<file path="src/rtl/qam_pkg.sv">
// qam_pkg: shared types and constants for the QAM symbol scheduler.
// Holds the scheduler state encoding and generator/symbol defaults.
package qam_pkg;

    typedef enum logic [1:0] {
        S_IDLE  = 2'd0,
        S_RUN   = 2'd1,
        S_STALL = 2'd2
    } state_e;

    // Generator emits one new bit after this many enable rises.
    localparam int GEN_RISES_PER_BIT = 512;

    localparam int DEF_BITS_PER_SYM = 2;

endpackage

</file>
<file path="src/rtl/qam_en_strobe.sv">
// qam_en_strobe: square-wave enable strobe for the bit generator.
// Ports: clock/reset, run_i (strobe active), hold_i (force low, freeze
// phase), en_o (generator enable), rise_next_o (en_o rises next cycle).
module qam_en_strobe #(
    parameter int HALF_PERIOD = 1
) (
    input  logic clock,
    input  logic reset,
    input  logic run_i,
    input  logic hold_i,
    output logic en_o,
    output logic rise_next_o
);

    localparam int CW = $clog2(HALF_PERIOD + 1);
    localparam logic [CW-1:0] LAST = CW'(HALF_PERIOD - 1);

    logic [CW-1:0] cnt_q, cnt_d;
    logic          en_q, en_d;
    logic          at_last;

    assign at_last     = (cnt_q == LAST);
    assign rise_next_o = run_i && !en_q && at_last;
    assign en_o        = en_q;

    always_comb begin
        cnt_d = cnt_q;
        en_d  = en_q;
        if (!run_i) begin
            cnt_d = '0;
            en_d  = 1'b0;
        end else if (hold_i) begin
            // Phase stays parked on the suppressed rise.
            en_d = 1'b0;
        end else if (at_last) begin
            cnt_d = '0;
            en_d  = !en_q;
        end else begin
            cnt_d = cnt_q + 1'b1;
        end
    end

    always_ff @(posedge clock or negedge reset) begin
        if (!reset) begin
            cnt_q <= '0;
            en_q  <= 1'b0;
        end else begin
            cnt_q <= cnt_d;
            en_q  <= en_d;
        end
    end

endmodule

</file>
<file path="src/rtl/qam_sym_sched.sv">
// qam_sym_sched: paces the bit generator, packs captured bits into
// symbols and hands them to the QAM mapper over valid/ready.
// Ports: clock, reset (async, active-low), start/stop pulses,
// gen_enable/gen_bit/gen_change to the generator, sym_data/sym_valid/
// sym_ready to the mapper, busy status, sym_count delivered symbols.
module qam_sym_sched
    import qam_pkg::*;
#(
    parameter int BITS_PER_SYM = DEF_BITS_PER_SYM,
    parameter int HALF_PERIOD  = 1,
    parameter int SYM_CNT_W    = 16
) (
    input  logic                    clock,
    input  logic                    reset,
    input  logic                    start,
    input  logic                    stop,
    output logic                    gen_enable,
    input  logic                    gen_bit,
    input  logic                    gen_change,
    output logic [BITS_PER_SYM-1:0] sym_data,
    output logic                    sym_valid,
    input  logic                    sym_ready,
    output logic                    busy,
    output logic [SYM_CNT_W-1:0]    sym_count
);

    localparam logic [3:0] NBITS = 4'(BITS_PER_SYM);

    state_e state_q, state_d;

    logic [BITS_PER_SYM-1:0] asm_q, asm_d, asm_c, ld_val;
    logic [3:0]              bcnt_q, bcnt_d;
    logic [BITS_PER_SYM-1:0] dat_q, dat_d;
    logic                    vld_q, vld_d;
    logic [SYM_CNT_W-1:0]    scnt_q, scnt_d;
    logic                    ovf_q, ovf_d;

    logic capture, out_free, xfer, full_q, load;
    logic strobe_run, strobe_hold, rise_next;

    assign capture  = gen_change && (state_q != S_IDLE) && !stop;
    assign out_free = !vld_q || sym_ready;
    assign xfer     = vld_q && sym_ready;
    assign full_q   = (bcnt_q == NBITS);
    assign asm_c    = (asm_q << 1) | BITS_PER_SYM'(gen_bit);

    qam_en_strobe #(
        .HALF_PERIOD (HALF_PERIOD)
    ) u_strobe (
        .clock       (clock),
        .reset       (reset),
        .run_i       (strobe_run),
        .hold_i      (strobe_hold),
        .en_o        (gen_enable),
        .rise_next_o (rise_next)
    );

    // Assembler: a full assembler drains first so a new bit can land
    // in the emptied one; the completing bit loads straight through.
    always_comb begin
        asm_d  = asm_q;
        bcnt_d = bcnt_q;
        ovf_d  = ovf_q;
        load   = 1'b0;
        ld_val = asm_q;
        if (full_q) begin
            if (out_free) begin
                load   = 1'b1;
                asm_d  = capture ? BITS_PER_SYM'(gen_bit) : '0;
                bcnt_d = capture ? 4'd1 : 4'd0;
            end else if (capture) begin
                ovf_d = 1'b1;
            end
        end else if (capture) begin
            if ((bcnt_q + 4'd1 == NBITS) && out_free) begin
                load   = 1'b1;
                ld_val = asm_c;
                asm_d  = '0;
                bcnt_d = 4'd0;
            end else begin
                asm_d  = asm_c;
                bcnt_d = bcnt_q + 4'd1;
            end
        end
        if (stop) begin
            asm_d  = '0;
            bcnt_d = 4'd0;
        end
    end

    always_comb begin
        vld_d  = load ? 1'b1 : (xfer ? 1'b0 : vld_q);
        dat_d  = load ? ld_val : dat_q;
        scnt_d = scnt_q + SYM_CNT_W'(xfer);
    end

    // Stall looks at the post-cycle bit count so a bit captured in
    // the same cycle as the rise decision is already accounted for.
    always_comb begin
        state_d     = state_q;
        strobe_hold = 1'b0;
        strobe_run  = (state_q != S_IDLE) && !stop;
        unique case (state_q)
            S_IDLE: begin
                if (start && !stop) state_d = S_RUN;
            end
            S_RUN: begin
                if (stop) begin
                    state_d = S_IDLE;
                end else if (rise_next && bcnt_d == NBITS) begin
                    state_d     = S_STALL;
                    strobe_hold = 1'b1;
                end
            end
            S_STALL: begin
                if (stop) state_d = S_IDLE;
                else if (sym_ready) state_d = S_RUN;
                else strobe_hold = 1'b1;
            end
            default: state_d = S_IDLE;
        endcase
    end

    always_ff @(posedge clock or negedge reset) begin
        if (!reset) begin
            state_q <= S_IDLE;
            asm_q   <= '0;
            bcnt_q  <= 4'd0;
            dat_q   <= '0;
            vld_q   <= 1'b0;
            scnt_q  <= '0;
            ovf_q   <= 1'b0;
        end else begin
            state_q <= state_d;
            asm_q   <= asm_d;
            bcnt_q  <= bcnt_d;
            dat_q   <= dat_d;
            vld_q   <= vld_d;
            scnt_q  <= scnt_d;
            ovf_q   <= ovf_d;
        end
    end

    assign sym_data  = dat_q;
    assign sym_valid = vld_q;
    assign busy      = (state_q != S_IDLE);
    assign sym_count = scnt_q;

    // A bit arriving into a full, undrainable assembler would be lost.
    a_no_overflow: assert property (
        @(posedge clock) disable iff (!reset) !ovf_q
    );

endmodule

</file>
<file path="config.mk">
export PLATFORM = sky130hd
export DESIGN_NAME = qam_sym_sched
export DESIGN_NICKNAME = d
export VERILOG_FILES = /design/src/rtl/qam_pkg.sv /design/src/rtl/qam_en_strobe.sv /design/src/rtl/qam_sym_sched.sv
export SDC_FILE = /design/constraint.sdc
export NUM_CORES = 1
export LEC_CHECK = 0
export ABC_AREA = 1
export ABC_CLOCK_PERIOD_IN_PS = 1710
export CAP_MARGIN = 20
export CORE_MARGIN = 2
export CORE_UTILIZATION = 45
export DETAILED_ROUTE_END_ITERATION = 8
export PLACE_DENSITY_LB_ADDON = 0.3
export SETUP_SLACK_MARGIN = 0.05
export SYNTH_ARGS = -nofsm -noshare
export SYNTH_HDL_FRONTEND = slang
export SYNTH_SLANG_ARGS = --single-unit
</file>
<file path="constraint.sdc">
create_clock -name clock -period 1.71 [get_ports clock]
set_clock_uncertainty 0.15 [all_clocks]
set_input_delay 0.2565 -clock clock [delete_from_list [all_inputs] [get_ports clock]]
set_output_delay 0.2565 -clock clock [all_outputs]
set_load 0.1 [all_outputs]
</file>
### Word level (Yosys, flattened, before mapping)

Cells that the tools add are included.

| storage, ports and cells | value |
|---|---|
| logic and storage cells | 81 |
| register bits after elaboration | 29 |

| cells by class | value |
|---|---|
| multiplexer cells | 38 |
| bitwise logic cells | 2 |
| add/sub/neg operators | 3 |
| reduce and logical (&&, ||, !) cells | 19 |
| equal/unequal tests | 11 |

Operator list:

| kind | number |
|---|---|
| $mux W2 | 13 |
| $mux W4 | 5 |
| $mux W1 | 18 |
| $add A16 B1 Y16 | 1 |
| $eq A4 B2 Y1 const B | 3 |
| $ne A3 B3 Y1 const B | 4 |
| $logic_and A1 B1 Y1 | 9 |
| $pmux W2 S3 | 1 |
| $add A4 B1 Y4 const B | 1 |
| $ne A2 B2 Y1 const B | 2 |
| $reduce_bool A2 Y1 | 2 |
| $logic_not A1 Y1 | 3 |
| $reduce_and A3 Y1 | 1 |
| $reduce_bool A3 Y1 | 1 |
| $eq A2 B1 Y1 const B | 1 |
| $eq A2 B2 Y1 const B | 1 |
| $logic_not A2 Y1 | 1 |
| $or A2 B1 Y2 | 1 |
| $pmux W1 S2 | 1 |
| $reduce_and A2 Y1 | 1 |
| $add A1 B1 Y1 const B | 1 |
| $logic_or A1 B1 Y1 | 1 |
| $not A1 Y1 | 1 |

### Logic depth before layout (Yosys ltp)

| logic depth | value |
|---|---|
| word-level depth | 14 |
| mapped depth | 14 |

### Hierarchy

Synthesis repeated with hierarchy kept, for this count alone.

| unflattened totals | value |
|---|---|
| cell total of the unflattened synthesis | 189 |
| area total of the unflattened synthesis | 1625.3 um^2 |

By module, submodules not included:

| module | times used | area an instance (um^2) | cells each | sequential area each (um^2) |
|---|---|---|---|---|
| qam_sym_sched | 1 | 1580.3 | 184 | 675.6 |
| qam_en_strobe | 1 | 45.0 | 5 | 25.0 |

### Worst setup path after synthesis

OpenSTA, ideal clock, no wires.

| timing | value |
|---|---|
| path kind | register -> register |
| from | register vld_q (netlist: sym_valid) |
| to | register scnt_q[14] (netlist: sym_count[14]) |
| stages on the path, launching flop included | 13 |
| setup slack | -1.096 ns |
| arrival time | 2.497 ns |
| path buffers | 0 |
| library setup time | 0.159 ns |
| path through | dfrtp_1 -> nand2_1 -> inv_1 -> ha_1 -> ha_1 -> nand3_1 -> nor2_2 -> nand2_1 -> nor2_2 -> nand3_1 -> nor2_1 -> nand4_1 -> xnor2_1 |

| on the way | value |
|---|---|
| cells in the longest elaborated chain, start to end | 2 |

Ends and longest elaborated chain:

| what | RTL line | source |
|---|---|---|
| start: declaration | qam_sym_sched.sv:34 | `logic vld_q, vld_d;` |
| start signal: assignment | qam_sym_sched.sv:138 | `vld_q <= vld_d;` |
| $logic_and A1 B1 Y1 | qam_sym_sched.sv:43 | `assign xfer = vld_q && sym_ready;` |
| $add A16 B1 Y16 | qam_sym_sched.sv:94 | `scnt_d = scnt_q + SYM_CNT_W'(xfer);` |
| net scnt_d[14] | qam_sym_sched.sv:35 | `logic [SYM_CNT_W-1:0] scnt_q, scnt_d;` |
| end signal: assignment | qam_sym_sched.sv:139 | `scnt_q <= scnt_d;` |
| end: declaration | qam_sym_sched.sv:35 |  |

The timed path passes the listed nets, and every way through them passes these cells.
A chain may end at the register's enable or synchronous reset.

### Worst setup path in the final report

| timing | value |
|---|---|
| from | register bcnt_q[0] |
| to | register asm_q[1] |

| on the way | value |
|---|---|
| cells in the longest elaborated chain, start to end | 7 |

Ends and longest elaborated chain:

| what | RTL line | source |
|---|---|---|
| start: declaration | qam_sym_sched.sv:32 | `logic [3:0] bcnt_q, bcnt_d;` |
| start signal: assignment | qam_sym_sched.sv:136 | `bcnt_q <= bcnt_d;` |
| $add A4 B1 Y4 | qam_sym_sched.sv:75 | `if ((bcnt_q + 4'd1 == NBITS) && out_free) begin` |
| $eq A4 B2 Y1 | qam_sym_sched.sv:75 |  |
| $logic_and A1 B1 Y1 | qam_sym_sched.sv:75 |  |
| $mux W2 | qam_sym_sched.sv:75 |  |
| $mux W2 | qam_sym_sched.sv:74 | `end else if (capture) begin` |
| $mux W2 | qam_sym_sched.sv:66 | `if (full_q) begin` |
| $mux W2 | qam_sym_sched.sv:85 | `if (stop) begin` |
| end signal: assignment | qam_sym_sched.sv:135 | `asm_q <= asm_d;` |
| end: declaration | qam_sym_sched.sv:31 | `logic [BITS_PER_SYM-1:0] asm_q, asm_d, asm_c, ld_val;` |

Several ways; a longest one is shown, not always the timed one. The select of a mux whose other input is x is not followed.

==> flow_metrics.py <==
metrics = {
    "sta": {
        "finalCritPeriodShare": 1.202,
        "relSlewSlack": 0.7557,
        "fin_ws_ps": -344.9,
        "worst_pin_slew_ps": 366.4,
        "finalSetupTns_ps": -4054,
        "drv_slew": 0,
        "hold_slack_ps": 128.0,
        "rsz0062_at_grt": "yes",
        "post-route-min-period_ps": 2055,
        "setup_violations": 20,
        "max_freq_ghz": 0.4866,
        "hold_viol_final": 0,
    },
    "finish": {
        "final_util": 0.9040,
        "fin_nets": 293,
        "nFillCells": 130,
        "drive_gt1_frac": 0.6123,
        "syn_to_final_growth_pct": 92.73,
        "antenna_cells": 0,
        "seqCellArea_um2": 715.7,
        "multiInputGateArea_mm2": 0.001060,
    },
    "global_routing": {
        "grt_pass1_wl_um": 7127,
        "grtUsageMet3": 0.02883,
        "grt_max_degree": 29,
        "grt_antenna_before_repair": 0,
        "met2_usage": 0.4295,
        "top_usage_layer": "met2",
        "first_global_vias": 1583,
        "grt_use_total": 0.2280,
        "met1_usage": 0.2668,
        "overflow": 0,
    },
    "route": {
        "first_pass_iters": 4,
        "wl_um": 6192,
        "ant_nets": 0,
        "viasPerCell": 5.453,
        "vias": 1756,
        "wl_per_cell_um": 19.23,
        "drt_iter0_drc": 108,
        "drc": 0,
    },
    "die": {
        "rows": 21,
        "die_area_mm2": 0.003966,
        "core_area_mm2": 0.003337,
        "start_util": 0.4691,
        "num_io_pins": 28,
        "dieWidth_um": 62.98,
        "die_h_um": 62.98,
    },
    "synthesis": {
        "synthDistinctLibCells": 24,
        "asyncSetResetFlopFracSynth": 1.000,
        "synth_ff_type": "dfrtp_1",
        "yosysTopAreaCellShare": 0.4476,
        "netlist_instances": 179,
        "synth_commonest_cells": "nand2_1, dfrtp_1, inv_1",
        "syn_nets": 195,
        "synth_area_leaders": "dfrtp_1, nand2_1, ha_1",
        "synth.most_common_cell": "nand2_1",
        "ys_seq_area_frac": 0.4476,
        "syn_area_mm2": 0.001565,
        "synth-warning-count": 0,
        "synth_enable_flop_cells": 0,
        "yosysTopAreaCell": "dfrtp_1",
        "synth-seq-cells": 28,
        "avgSynthCellArea_um2": 8.744,
    },
    "outcome": {
        "status": "finished with violations",
        "violations": "negative setup slack",
    },
    "clock_tree": {
        "tritoncts": "done",
        "path_clk_slew_ps": 160,
        "cts_made_buffers": 3,
        "ctsLongestPathBuffers": 2,
        "insertion_delay_ps": 340,
        "postCtsHoldBufs": 0,
        "root_buffer": "clkbuf_4",
        "clock_sinks": 28,
        "htreeDepth": 1,
    },
    "setup_path": {
        "critPathLaunchType": "register",
        "worst-path-buf-inv": 5,
        "slowest_stage": "dfrtp_2",
        "worst-path-stages": 11,
        "path_delay_family": "flip-flops",
        "rr_startpoint": "bcnt_q[0]",
        "r2r-end": "asm_q[1]",
        "crit_path_end_kind": "register",
        "critPathRequiredTime_ps": 1800,
        "worst-setup-path-type": "reg -> reg",
        "reg2reg_depth": 11,
        "endpoint": "asm_q[1]",
        "worstSetupStartpoint": "bcnt_q[0]",
        "cp_slowest_stage_delay_ps": 510,
        "critPathMaxFanout": 6,
        "arrival_ps": 2150,
        "reg2reg_slack_ps": -340,
        "crit_chain": "ha_4, inv_2, nand2_2, nand2_2, nor2_4, nand3_4, inv_4, buf_4, buf_4, buf_6, o41ai_4",
    },
    "power_and_ir_drop": {
        "leakage_nw": 1.465,
        "max-vdd-ir-drop_uv": 1825,
        "power-per-cell-area_mw_per_mm2": 1540,
    },
    "placed_design": {
        "port_buffers": 27,
        "hpwl_um": 2977,
        "place_congestion": 0.8856,
    },
    "job": {
        "cap_violations": 0,
    },
    "min_path": {
        "hp-class": "in -> async",
    },
}
-- flip-flops by register name (all words and copies together) (netlist names) --
register / count
bcnt_q: 4
state_q: 2
sym_valid: 1
sym_data: 2
sym_count: 16
asm_q: 2
u_strobe.en_o: 1
-- kinds of logic after synthesis --
group                      after synthesis  share of synthesized area
and+or+nand+nor                         84                     0.2758
xor gates and xnor gates                14                    0.07833
AOI/OAI and AO/OA                       15                    0.05676
adders and majority gates                9                    0.07194
buffers and inverters                   29                    0.06954
DFF                                     28                     0.4476
-- repair_timing --
action	4_1_cts	5_1_grt
gates cloned	0	0
setup buffers	11	14
endpoints found under the hold margin	0	0
pin swaps	14	23
gates resized for setup	23	49
endpoints found under the setup margin	18	21
-- through the flow --
stage / instances / cell area (um2) / total power [mW] / worst slack, ps
after floorplan: 179 / 1647 / 2.403 / -632.6
after CTS: 309 / 2721 / 4.105 / -221.6
after detailed placement: 295 / 2507 / 3.472 / -657.6
final: 322 / 3017 / 4.646 / -344.9
after global routing: 322 / 3017 / 4.789 / -454.6
after global placement: 295 / 2507 / 3.392 / -561.4
-- worst reg2reg max path, stage by stage, from the launching register on --
cell and delay (ps):
dfrtp_2 510, ha_4 200, inv_2 50, nand2_2 60, nand2_2 90, nor2_4 40, nand3_4 130, inv_4 60
buf_4 130, buf_4 130, buf_6 110, o41ai_4 300
-- worst min path at each step --
stage / endpoint / startpoint / cells after the start / slack [ps]
2_1_floorplan: asm_q[0] / reset / 0 / -190
3_3_place_gp: asm_q[1] / asm_q[1] / 2 / 350
3_5_place_dp: sym_count[15] / sym_count[15] / 1 / 390
4_1_cts: sym_data[0] / reset / 2 / 150
5_1_grt: sym_count[11] / reset / 2 / 180
6_report: sym_data[0] / reset / 2 / 130
-- metal layers --
layer  wire length, um  vias up
met3               387       29
met1              2259      862
met5                 0        -
met4               248        0
met2              3298       99
li1                  -      766
-- cell usage in the layout (no fill, tap or decap), drive strengths merged, types with 2 or more instances in the layout --
cell type	netlist	layout
dfrtp	28	28
nand3	20	20
ha	9	9
xor2	10	10
clkdlybuf4s50	0	6
o21ai	6	6
nand2	41	41
nor2	17	17
clkbuf	0	3
a21oi	7	7
buf	0	87
inv	29	28
nand4	4	4
xnor2	4	4
nor3	2	2
-- final cells by class --
cell class,count,share of cell area
repair buffers,93,0.3360
inverters,29,0.03899
flip-flops and latches,28,0.2372
clock buffers,3,0.007466
well taps,46,0.01908
multi-input cells,122,0.3513
clock inverters,1,0.009954
-- where the power goes --
| part | switching [mW] | internal (mW) | total [mW] |
|---|---|---|---|
| registers | 0.214 | 0.838 | 1.05 |
| clock network | 0.213 | 0.237 | 0.451 |
| logic | 1.87 | 1.28 | 3.14 |
| total | 2.30 | 2.35 | 4.65 |
Power figures use the tool's default switching activity.
==> RTL edit 1, RTL diff (same settings) <==
`SYM_CNT_W`: 16 -> 20.
--- a/src/rtl/qam_sym_sched.sv
+++ b/src/rtl/qam_sym_sched.sv
@@ -8,7 +8,7 @@
 #(
     parameter int BITS_PER_SYM = DEF_BITS_PER_SYM,
     parameter int HALF_PERIOD  = 1,
-    parameter int SYM_CNT_W    = 16
+    parameter int SYM_CNT_W    = 20
 ) (
     input  logic                    clock,
     input  logic                    reset,
Interface: changed (resized sym_count); port bits go from 28 to 32. No check against the original RTL was run, so the function may have changed too.
==> RTL edit 1 against the original RTL <==
The flow still finishes with violations (setup timing); final area is 10% higher; clock power is 37% higher; worst setup slack better by 60 ps; sequential power is 7% higher; via count is 2.6% higher; sequential cell count is 4 higher; area after synthesis is 20% higher; power is 1.2% higher; combinational power is 5% lower; wire length is 8.2% lower; critical path type unchanged; critical endpoint is now sym_count[18].
==> RTL edit 1: results (changes against the original RTL) <==
- Outcome: finished, violations left
- Failing checks: setup timing
- Layout cells sized above 1: 56.8% (-4.5 points)
- Placed Cells: 326 (+11%)
- Wire length on met2: 2940 um (-11%)
- Register area share after synthesis: 42.7% (-2.1 points)
- WL met1: 2330 um (+3.1%)
- Capturing point of the worst reg2reg path: sym_count[18]
- Largest net degree at the start of global routing: 33 (+14%)
- Hold WS: 216 ps (+88.4 ps)
- Root buffer cell: clkbuf_8
- RR Startpoint: sym_valid
- First-pass iteration count of the detailed router: 4 (unchanged)
- WL met3: 256 um (-34%)
- Post-synth cell types: 26 (+8.3%)
- Synthesized instance count: 211 (+18%)
- Top cells by count, synth: 39 x nand2_1, 32 x dfrtp_1, 31 x inv_1
- M3 GR Usage: 5.36% (+2.5 points)
- Slew headroom: 72.2% (-3.4 points)
- GR Util met2: 38.3% (-4.6 points)
- Port bufs: 31 (+15%)
- Setup_tns: -2920 ps (+1130 ps)
- Met1 Track Usage GR: 26.9% (+0.23 points)
- CP Max Fanout: 3 (-3)
- Synth area leaders: dfrtp_1 43%, nand2_1 7.8%, inv_1 6.2%
- Setup violations, final: 21 (+5.0%)
- Routability cong.: 0.869 (-1.9%)
- DP Worst Slack: -598 ps (+59.6 ps)
- Critical path's top delay family: simple AND/OR/NAND/NOR gates
- Max reg flops: 20 (+4)
- First-pass GRT wire length: 7700 um (+8.0%)
- Worst skew pair latency: 290 ps (-50 ps)
- Filler Cells Inserted: 202 (+55%)
- Clock-pin slew on the worst setup and hold paths: 70 ps (-90 ps)
- Via count: 1,801 (+2.6%)
- R2R depth: 12 (+1)
- Total track usage: 22.3% (-0.51 points)
- Vias in the first global route: 1,742 (+10%)
- LEAKAGE: 1.65 nW (+13%)
- Cts bufs inserted: 5 (+2)
- Crit-path slowest cell: dfrtp_4
- DRT iter0 DRCs: 100 (-7.4%)
- HPWL Detailed: 3180 um (+6.9%)
- Area post-placement: 2840 um^2 (+13%)
- DR top layer: met4
- Via-to-Cell Ratio: 5.10 (-6.4%)
- Max incr delay on CP: 410 ps (-100 ps)
- Syn Nets: 227 (+16%)
- Worst vdd ir: 0.00115 V (-37%)
- Total Routed Length: 5690 um (-8.2%)
- Crit path DAT: 2050 ps (-100 ps)
- Setup ws final: -285 ps (+60.2 ps)
- Final #Nets: 318 (+8.5%)
- Pwr Density: 1410 nW/um^2 (-8.3%)
- H-tree levels: 2 (+1)
-- RTL edit 1: cell count changes after synthesis, moves of 4 or more --
cell	before	now
nor2_4	1	8
nand2_4	0	4
nand2_2	2	7
nor2_1	12	18
dfrtp_1	28	32
inv_1	25	31
-- RTL edit 1: what timing repair did --
action,in CTS,in global routing
gates cloned,0,0
endpoints found under the setup margin,23,25
pin swaps,23,23
setup buffers,14,15
gates resized for setup,38,30
-- RTL edit 1: cells by family (layout without fill, tap and decap cells) --
family	after synthesis	count (layout)	share of synthesized area (%)
xor gates and xnor gates	16	16	7.47
DFF	32	32	42.7
AOI/OAI and AO/OA	15	15	4.27
buffers and inverters	35	127	7.14
adders and majority gates	9	9	6.00
and+or+nand+nor	104	104	32.4
-- RTL edit 1: power by group --
| part | internal, W | switching (W) | total [W] |
|---|---|---|---|
| combinational | 0.00123 | 0.00174 | 0.00297 |
| clock | 0.000327 | 0.000289 | 0.000616 |
| sequential | 0.000933 | 0.000185 | 0.00112 |
| total | 0.00249 | 0.00221 | 0.00470 |
-- RTL edit 1: area by class of cell --
class	instances	area share, %
Multi-Input combinational cell	144	36.0
Timing Repair Buffer	84	30.1
Sequential cell	32	24.7
Inverter	35	4.47
Clock buffer	7	2.59
Clock inverter	1	0.225
Tap cell	50	1.88
-- RTL edit 1: how the worst max path moves through the flow --
stage / from / to / slack (ps) / cells after the start
CTS: sym_valid / sym_count[18] / -200 / 12
floorplan: sym_valid / sym_count[18] / -500 / 12
global placement: sym_ready / sym_count[18] / -560 / 13
global route: sym_valid / sym_count[18] / -390 / 12
detailed placement: sym_ready / sym_count[18] / -600 / 13
finish: sym_valid / sym_count[18] / -280 / 12
==> RTL edit 2, RTL diff (same flow settings) <==
Made on the original files. Re-encode `state_e` (3 states) as one-hot, 3 bits wide.
--- a/src/rtl/qam_pkg.sv
+++ b/src/rtl/qam_pkg.sv
@@ -2,10 +2,10 @@
 // Holds the scheduler state encoding and generator/symbol defaults.
 package qam_pkg;
 
-    typedef enum logic [1:0] {
-        S_IDLE  = 2'd0,
-        S_RUN   = 2'd1,
-        S_STALL = 2'd2
+    typedef enum logic [2:0] {
+        S_IDLE  = 3'b001,
+        S_RUN   = 3'b010,
+        S_STALL = 3'b100
     } state_e;
 
     // Generator emits one new bit after this many enable rises.
Check against the original RTL: same outputs for any inputs over 10 cycles, from zero or initial values and one cycle with reset low; not proved beyond that.
==> RTL edit 2 against the original RTL <==
Utilization down 6.3 points; final area down 7.7%; critical path type unchanged; the run still ends with setup timing left; worst setup slack better by 35 ps; sequential cell count up 1; power down 11%; highest routed layer unchanged; die area down 1.8%; wire length down 26%; area after synthesis down 1.9%; critical endpoint is now u_strobe.en_o.
==> RTL edit 2: results (changes against the original RTL) <==
- Setup_tns: -3640 ps (+414 ps)
- Crit-path slowest cell: dfrtp_4
- Failing checks: setup timing
- R2R depth: 15 (+4)
- Inverters excl. clock: 30 (+3.4%)
- Outcome: finished, violations left
- Total track usage: 22.9% (+0.11 points)
- Post-synth cell types: 29 (+21%)
- Layout cells sized above 1: 55.3% (-5.9 points)
- Sequential cell area share: 26.6% (+2.9 points)
- Via-to-Cell Ratio: 4.95 (-9.3%)
- Area post-placement: 2400 um^2 (-4.3%)
- Layout clock buffer count: 7 (+4)
- First-pass GRT wire length: 6850 um (-3.9%)
- Setup ws final: -310 ps (+35.1 ps)
- Top cells by count, synth: 28 x dfrtp_1, 27 x inv_1, 25 x nand2_1
- Pwr Density: 1480 nW/um^2 (-3.8%)
- Setup violations, final: 20 (unchanged)
- Hold WS: 157 ps (+29.3 ps)
- Placed Cells: 277 (-6.1%)
- Vias in the first global route: 1,492 (-5.7%)
- Post-CTS setup buffer count: 20 (+9)
- Capturing point of the worst reg2reg path: u_strobe.en_o
- Area of the multi-input gates: 898 um^2 (-15%)
- Yosys reg bits: 29 (+3.6%)
[RTL edit 2: cell types whose count changed after synthesis, moves of 2 or more]
cell,before,now
nand2_1,39,25
nor3_1,1,7
a21oi_1,6,2
ha_1,9,5
nand2_2,2,6
inv_1,25,27
nand2_4,0,2
nand3_1,14,12
nand3_4,2,0
nor2_1,12,10
[RTL edit 2: worst max path at each step]
stage                    endpoint  slack [ps]
CTS                 sym_count[14]        -270
detailed placement  sym_count[14]        -630
global route        sym_count[13]        -380
finish              u_strobe.en_o        -310
global placement    sym_count[14]        -520
floorplan           sym_count[14]        -580
[RTL edit 2: per-stage QoR]
step                total power [W]  setup slack [ps]
detailed placement          0.00323              -631
CTS                         0.00403              -268
finish                      0.00413              -310
global route                0.00429              -378
global placement            0.00317              -523
floorplan                   0.00229              -580
[RTL edit 2: per-layer routing]
| metal | part of all wire, % | vias up | GRT usage (%) |
|---|---|---|---|
| met5 | 0 | - | 0 |
| met4 | 2.5 | 0 | 7.50 |
| met3 | 3.7 | 12 | 7.21 |
| met2 | 56 | 34 | 41.1 |
| met1 | 38 | 732 | 25.7 |
| li1 | - | 711 | - |
[RTL edit 2: where the power goes]
part	switching [W]	leakage (nW)	internal, W
sequential	0.000225	0.360	0.000867
clock	0.000238	0.0455	0.000349
combinational	0.00143	0.948	0.00102
[RTL edit 2: kinds of logic after synthesis]
family          Yosys count  share of synthesized area [%]
fa+ha+maj                 5                           4.07
buf+inv                  30                           7.34
simple gates             75                           25.3
xor+xnor                 15                           8.56
mux                       1                          0.652
flops                    29                           47.4
compound gates           15                           6.68
[RTL edit 2: worst max-delay path: cells and delay by family (launching register included)]
kind / cells / cell delay, ps
flip-flops: 1 / 440
buffers and inverters: 6 / 510
AND/OR/NAND/NOR: 9 / 810
